$ cat src/rtl/divide_nonrestoring.sv
// ---------------------------------------------------------------------------
// divide_nonrestoring
//   Sequential non-restoring divider producing one quotient bit per clock.
//   Every add/subtract goes through one shared ripple-carry add/subtract
//   (RCAS) chain: it does the per-step P +/- B during RUN and the final
//   remainder correction P + B during FIX.
//
//   Configuration macro: SIGNED_DIV_EN
//     undefined : A, B, Q, R are unsigned; no sign logic is built.
//     defined   : A, B, Q, R are two's complement. The core divides the
//                 magnitudes and FIX applies the signs (truncating division).
//
// Ports
//   clk   in   1      clock, rising edge
//   rst   in   1      asynchronous active-high reset
//   load  in   1      start strobe, samples A and B on the same edge
//   A     in   WIDTH  dividend
//   B     in   WIDTH  divisor
//   Q     out  WIDTH  quotient (registered)
//   R     out  WIDTH  remainder (registered)
//   busy  out  1      division in progress (RUN or FIX)
//   done  out  1      one-cycle pulse, Q/R valid from this cycle on
//   dz    out  1      divide-by-zero flag, held until next load with B!=0
// ---------------------------------------------------------------------------
module divide_nonrestoring #(
  parameter int WIDTH = 8
) (
  input  logic             clk,
  input  logic             rst,
  input  logic             load,
  input  logic [WIDTH-1:0] A,
  input  logic [WIDTH-1:0] B,
  output logic [WIDTH-1:0] Q,
  output logic [WIDTH-1:0] R,
  output logic             busy,
  output logic             done,
  output logic             dz
);

  localparam int CW = $clog2(WIDTH + 1);
  localparam logic [CW-1:0] CNT_INIT = CW'(WIDTH);
  localparam logic [CW-1:0] CNT_ONE  = CW'(1);

  typedef enum logic [1:0] {
    S_IDLE,
    S_RUN,
    S_FIX
  } state_t;

  state_t r_state;
  state_t w_state_next;

  logic [WIDTH:0]   r_p;      // signed partial remainder, one bit wider than B
  logic [WIDTH-1:0] r_aq;     // dividend shifting out / quotient shifting in
  logic [WIDTH-1:0] r_b;      // latched divisor (magnitude in signed build)
  logic [CW-1:0]    r_count;

  logic             w_start;
  logic             w_dz_hit;
  logic             w_fix_wr;
  logic             w_b_zero;

  logic [WIDTH-1:0] w_a_mag;
  logic [WIDTH-1:0] w_b_mag;
  logic [WIDTH-1:0] w_q_fin;
  logic [WIDTH-1:0] w_r_fin;
  logic [WIDTH-1:0] w_rem;

  // -------------------------------------------------------------------------
  // Operand conditioning and result sign application
  // -------------------------------------------------------------------------
`ifdef SIGNED_DIV_EN
  localparam logic [WIDTH-1:0] ONE = WIDTH'(1);

  logic r_neg_q;
  logic r_neg_r;

  // Magnitude of -2^(WIDTH-1) is 2^(WIDTH-1), which still fits unsigned.
  assign w_a_mag = A[WIDTH-1] ? (~A + ONE) : A;
  assign w_b_mag = B[WIDTH-1] ? (~B + ONE) : B;
  // -2^(WIDTH-1) / -1 falls out naturally: magnitude quotient 2^(WIDTH-1)
  // with no negation is exactly the wrapped value.
  assign w_q_fin = r_neg_q ? (~r_aq + ONE) : r_aq;
  assign w_r_fin = r_neg_r ? (~w_rem + ONE) : w_rem;
`else
  assign w_a_mag = A;
  assign w_b_mag = B;
  assign w_q_fin = r_aq;
  assign w_r_fin = w_rem;
`endif

  assign w_b_zero = (B == '0);

  // -------------------------------------------------------------------------
  // Shared RCAS chain
  //   RUN: operand is {P,Aq} shifted left by one; subtract when P >= 0.
  //   FIX: operand is P itself; always add (used only when P < 0).
  // -------------------------------------------------------------------------
  logic [WIDTH:0] w_p_sh;
  logic [WIDTH:0] w_add_a;
  logic [WIDTH:0] w_add_b;
  logic [WIDTH:0] w_sum;
  logic [WIDTH:0] w_carry;
  logic           w_sub;

  assign w_p_sh  = {r_p[WIDTH-1:0], r_aq[WIDTH-1]};
  assign w_sub   = (r_state == S_RUN) && !r_p[WIDTH];
  assign w_add_a = (r_state == S_RUN) ? w_p_sh : r_p;
  assign w_add_b = {1'b0, r_b} ^ {(WIDTH + 1){w_sub}};
  assign w_carry[0] = w_sub;

  generate
    for (genvar gi = 0; gi <= WIDTH; gi++) begin : g_rcas
      assign w_sum[gi] = w_add_a[gi] ^ w_add_b[gi] ^ w_carry[gi];
      // Carry out of the MSB is discarded: the result always fits in WIDTH+1.
      if (gi < WIDTH) begin : g_carry
        assign w_carry[gi+1] = (w_add_a[gi] & w_add_b[gi]) |
                               (w_carry[gi] & (w_add_a[gi] ^ w_add_b[gi]));
      end
    end
  endgenerate

  // Final remainder: correct a negative partial remainder by adding B back.
  assign w_rem = r_p[WIDTH] ? w_sum[WIDTH-1:0] : r_p[WIDTH-1:0];

  // -------------------------------------------------------------------------
  // FSM
  // -------------------------------------------------------------------------
  always_ff @(posedge clk or posedge rst) begin
    if (rst) begin
      r_state <= S_IDLE;
    end else begin
      r_state <= w_state_next;
    end
  end

  always_comb begin
    w_state_next = r_state;
    w_start      = 1'b0;
    w_dz_hit     = 1'b0;
    w_fix_wr     = (r_state == S_FIX);

    case (r_state)
      S_RUN:   if (r_count == CNT_ONE) w_state_next = S_FIX;
      S_FIX:   w_state_next = S_IDLE;
      default: w_state_next = S_IDLE;
    endcase

    // A load in any state is accepted: it aborts RUN, and in FIX it starts
    // the next operation after the current result has been written.
    if (load) begin
      if (w_b_zero) begin
        w_dz_hit     = 1'b1;
        w_state_next = S_IDLE;
      end else begin
        w_start      = 1'b1;
        w_state_next = S_RUN;
      end
    end
  end

  assign busy = (r_state != S_IDLE);

  // -------------------------------------------------------------------------
  // Datapath and result registers
  // -------------------------------------------------------------------------
  always_ff @(posedge clk or posedge rst) begin
    if (rst) begin
      r_p     <= '0;
      r_aq    <= '0;
      r_b     <= '0;
      r_count <= '0;
      Q       <= '0;
      R       <= '0;
      done    <= 1'b0;
      dz      <= 1'b0;
`ifdef SIGNED_DIV_EN
      r_neg_q <= 1'b0;
      r_neg_r <= 1'b0;
`endif
    end else begin
      done <= 1'b0;

      if (w_fix_wr) begin
        Q    <= w_q_fin;
        R    <= w_r_fin;
        done <= 1'b1;
      end

      // A divide-by-zero load coinciding with FIX takes precedence on Q/R.
      if (w_dz_hit) begin
        Q    <= '1;
        R    <= A;
        dz   <= 1'b1;
        done <= 1'b1;
      end else if (w_start) begin
        r_p     <= '0;
        r_aq    <= w_a_mag;
        r_b     <= w_b_mag;
        r_count <= CNT_INIT;
        dz      <= 1'b0;
`ifdef SIGNED_DIV_EN
        r_neg_q <= A[WIDTH-1] ^ B[WIDTH-1];
        r_neg_r <= A[WIDTH-1];
`endif
      end else if (r_state == S_RUN) begin
        r_p     <= w_sum;
        r_aq    <= {r_aq[WIDTH-2:0], ~w_sum[WIDTH]};
        r_count <= r_count - CNT_ONE;
      end
    end
  end

endmodule

$ cat config.mk
export PLATFORM = sky130hd
export DESIGN_NAME = divide_nonrestoring
export DESIGN_NICKNAME = d
export VERILOG_FILES = /design/src/rtl/divide_nonrestoring.sv
export SDC_FILE = /design/constraint.sdc
export NUM_CORES = 1
export LEC_CHECK = 0
export CORE_MARGIN = 5
export CORE_UTILIZATION = 35
export CTS_BUF_LIST = sky130_fd_sc_hd__clkbuf_16
export CTS_CLUSTER_SIZE = 40
export DETAILED_ROUTE_END_ITERATION = 10
export PLACE_DENSITY = 0.55
export SLEW_MARGIN = 20
export SYNTH_ARGS = -nofsm -noshare
export SYNTH_HDL_FRONTEND = slang
export SYNTH_SLANG_ARGS = --single-unit
$ cat constraint.sdc
create_clock -name clk -period 9.5 [get_ports clk]
set_input_delay 1.9 -clock clk [delete_from_list [all_inputs] [get_ports clk]]
set_output_delay 1.9 -clock clk [all_outputs]
set_load 0.005 [all_outputs]
==> flow_metrics.py <==
metrics = {
    "status": {
        "status": "finished clean",
    },
    "cts": {
        "clock-sinks": 49,
        "cts-htree-levels": 2,
        "cts_max_path_buffers": 2,
        "cts_resized": 0,
        "clk_pin_slew_ns": 0.07,
        "postCtsHoldBufs": 0,
        "clkLatencyLatePin_ns": 0.29,
        "cts_tree": "done",
        "cts_setup_buffers": 0,
        "cts_inserted_buffers": 5,
        "cts_root_buf": "clkbuf_16",
    },
    "final_layout": {
        "utilization_pct": 43.0,
        "multi_input_area_um2": 1350,
        "synthToLayoutAreaGrowth_pct": 21.4,
        "fin_cells": 393,
        "nets": 319,
        "register_area_um2": 1230,
        "fillers": 759,
        "fin_area_um2": 3270,
        "drive_gt1_share_pct": 7.90,
        "diodes": 0,
    },
    "sta": {
        "skew_ns": 0.00385,
        "slew_headroom_pct": 31.6,
        "whs_ns": 0.491,
        "fin_crit_sh_pct": 46.0,
        "setup_ws_ns": 5.13,
        "max_freq_ghz": 0.229,
        "hold_violations": 0,
        "period_needed_ns": 4.37,
        "tightest_slew_ns": 1.02,
        "setup_viol": 0,
        "rsz0062_at_grt": "false",
        "fin_tns_setup_ns": 0,
        "final-max-slew-violation-count": 0,
    },
    "worst_setup_path": {
        "cp.arrival_ns": 4.59,
        "cp-end-kind": "flip-flop",
        "worst-setup-path-type": "flip-flop to flip-flop",
        "crit_fanout": 9,
        "worstPathRequired_ns": 9.72,
        "worst-r2r-setup-slack_ns": 5.13,
        "critPathLaunchType": "flip-flop",
    },
    "route": {
        "met2_length_um": 2770,
        "vias": 2011,
        "route.met3.wl_um": 241,
        "top_layer": "met4",
        "postRouteAntennaNets": 0,
        "wire_per_inst_um": 15.9,
        "drt-total-wl_um": 6240,
        "drcViolationCount": 0,
        "wirelength_met1_um": 3170,
        "drt_iter0_markers": 98,
        "dr.pass1.iters": 4,
        "viasPerCell": 5.12,
    },
    "global_routing": {
        "grt_max_degree": 50,
        "grt_pass1_vias": 1969,
        "grt.total_usage_pct": 13.6,
        "overflow": 0,
        "grt_pass1_wl_um": 10500,
        "antenna_found_initial": 0,
    },
    "place": {
        "port_buffers": 37,
        "place_congestion": 0.740,
        "placedCellCount": 386,
        "place_area_um2": 3110,
        "dp_hpwl_um": 4360,
        "dp_slack_ns": 5.12,
    },
    "logic_synthesis": {
        "syn_inst": 266,
        "syn_area_per_cell_um2": 10.1,
        "synth.net_count": 294,
        "synth_top_cell_area_share_pct": 45.5,
        "synthArstFlopShare_pct": 100,
        "synth_top_cell_by_area": "dfrtp_1",
        "syn_area_um2": 2700,
        "synth_warnings": 0,
        "ys_seq_elements": 49,
        "synth.area.top_cells": "dfrtp_1 (45%), nand2_1 (6.5%), fa_1 (5.2%), mux2_1 (2.9%), a221o_1 (2.6%)",
        "yosys_most_used_dff": "dfrtp_1",
        "synth_edf_count": 0,
        "synth.distinct_cells": 44,
        "yosysSeqAreaShare_pct": 45.5,
    },
    "floorplan": {
        "ios": 38,
        "floorplan.initialDensity_pct": 35.4,
        "rows": 32,
        "coreArea_um2": 7610,
        "die_area_um2": 9560,
        "die_width_um": 97.8,
        "die_h_um": 97.8,
    },
    "job": {
        "cap_violations": 0,
    },
    "power": {
        "leakagePower_nw": 1.34,
        "powerDensity_nw_per_um2": 227,
        "power.total_uw": 744,
        "peakVddDrop_mv": 0.121,
    },
    "min_path": {
        "min_path_type": "flip-flop to flip-flop",
    },
}
Yosys cell counts (all sizes together) (7+ instances only):
cell type,count
dfrtp,49
nand2,47
mux2,13
a21oi,11
clkbuf,11
o21ai,10
buf,9
nand3,9
and2,8
inv,8
nor2,8
a221o,7
fa,7
worst max-delay path, stage by stage (launching register included):
cell and delay (ns):
dfrtp_1 0.42, nand2b_1 0.38, nor2_2 0.45, xnor2_1 0.20
fa_1 0.22, fa_1 0.16, inv_1 0.05, fa_1 0.37
fa_1 0.36, inv_1 0.07, fa_1 0.15, inv_1 0.05
fa_1 0.37, fa_1 0.41, xor2_1 0.16, or3_1 0.31
a21oi_1 0.14
cell usage in the layout (no fill, tap or decap), drive strengths merged, types with 5 or more instances in the layout:
cell type       n
nor4            5
xor2            5
nand4           5
a211oi          5
nor2b           5
o22ai           5
dfrtp          49
o21ai          10
nor2            8
a221o           7
fa              7
clkbuf          5
clkdlybuf4s50  37
o31ai           5
nand3           9
nand2          47
inv             7
a21oi          11
mux2           13
and2            8
state kept, by name, indices dropped and copies added, names as in the netlist:
| name | count |
|---|---|
| r_count | 4 |
| r_b | 8 |
| r_aq | 8 |
| R | 8 |
| done | 1 |
| Q | 8 |
| r_state | 2 |
| dz | 1 |
| r_p | 9 |
power breakdown:
| part | switching [mW] | internal [mW] |
|---|---|---|
| clock network | 0.0766 | 0.122 |
| registers | 0.0420 | 0.253 |
| logic | 0.116 | 0.134 |
per-layer routing:
layer	up-vias	global-route usage [%]
li1	977	-
met1	982	19.6
met2	46	20.7
met4	0	2.77
met3	6	3.64
met5	-	0
kinds of logic (layout without fill, tap and decap cells):
family / Yosys count / in the layout / synth area share, %
buffers and inverters: 28 / 53 / 4.55
AOI/OAI and AO/OA: 51 / 51 / 12.9
and+or+nand+nor: 102 / 102 / 20.2
xor gates and xnor gates: 10 / 10 / 3.81
muxes: 17 / 17 / 6.92
adders and majority gates: 9 / 9 / 6.13
DFF: 49 / 49 / 45.5
layout make-up:
| cell class | instances | share of cell area [%] |
|---|---|---|
| inverter | 8 | 0.956 |
| tap | 102 | 3.90 |
| clock inverter | 2 | 1.07 |
| sequential | 49 | 37.5 |
| timing repair buffer | 38 | 11.5 |
| clock buffer | 5 | 3.82 |
| multi-input combinational | 189 | 41.2 |
final timing paths:
kind | startpoint | endpoint | cells after the start
hold reg to reg | Q[2]$_DFFE_PP0P_ | Q[2]$_DFFE_PP0P_ | 2
hold / removal | Q[2]$_DFFE_PP0P_ | Q[2]$_DFFE_PP0P_ | 2
setup reg to reg | r_state[1]$_DFFE_PP0P_ | r_p[8]$_DFFE_PP0P_ | 16
setup / recovery | r_state[1]$_DFFE_PP0P_ | r_p[8]$_DFFE_PP0P_ | 16
min in group asynchronous | rst | Q[2]$_DFFE_PP0P_ | 2
max in group asynchronous | rst | Q[4]$_DFFE_PP0P_ | 2
Note: power is estimated with default switching activity, not from simulation.
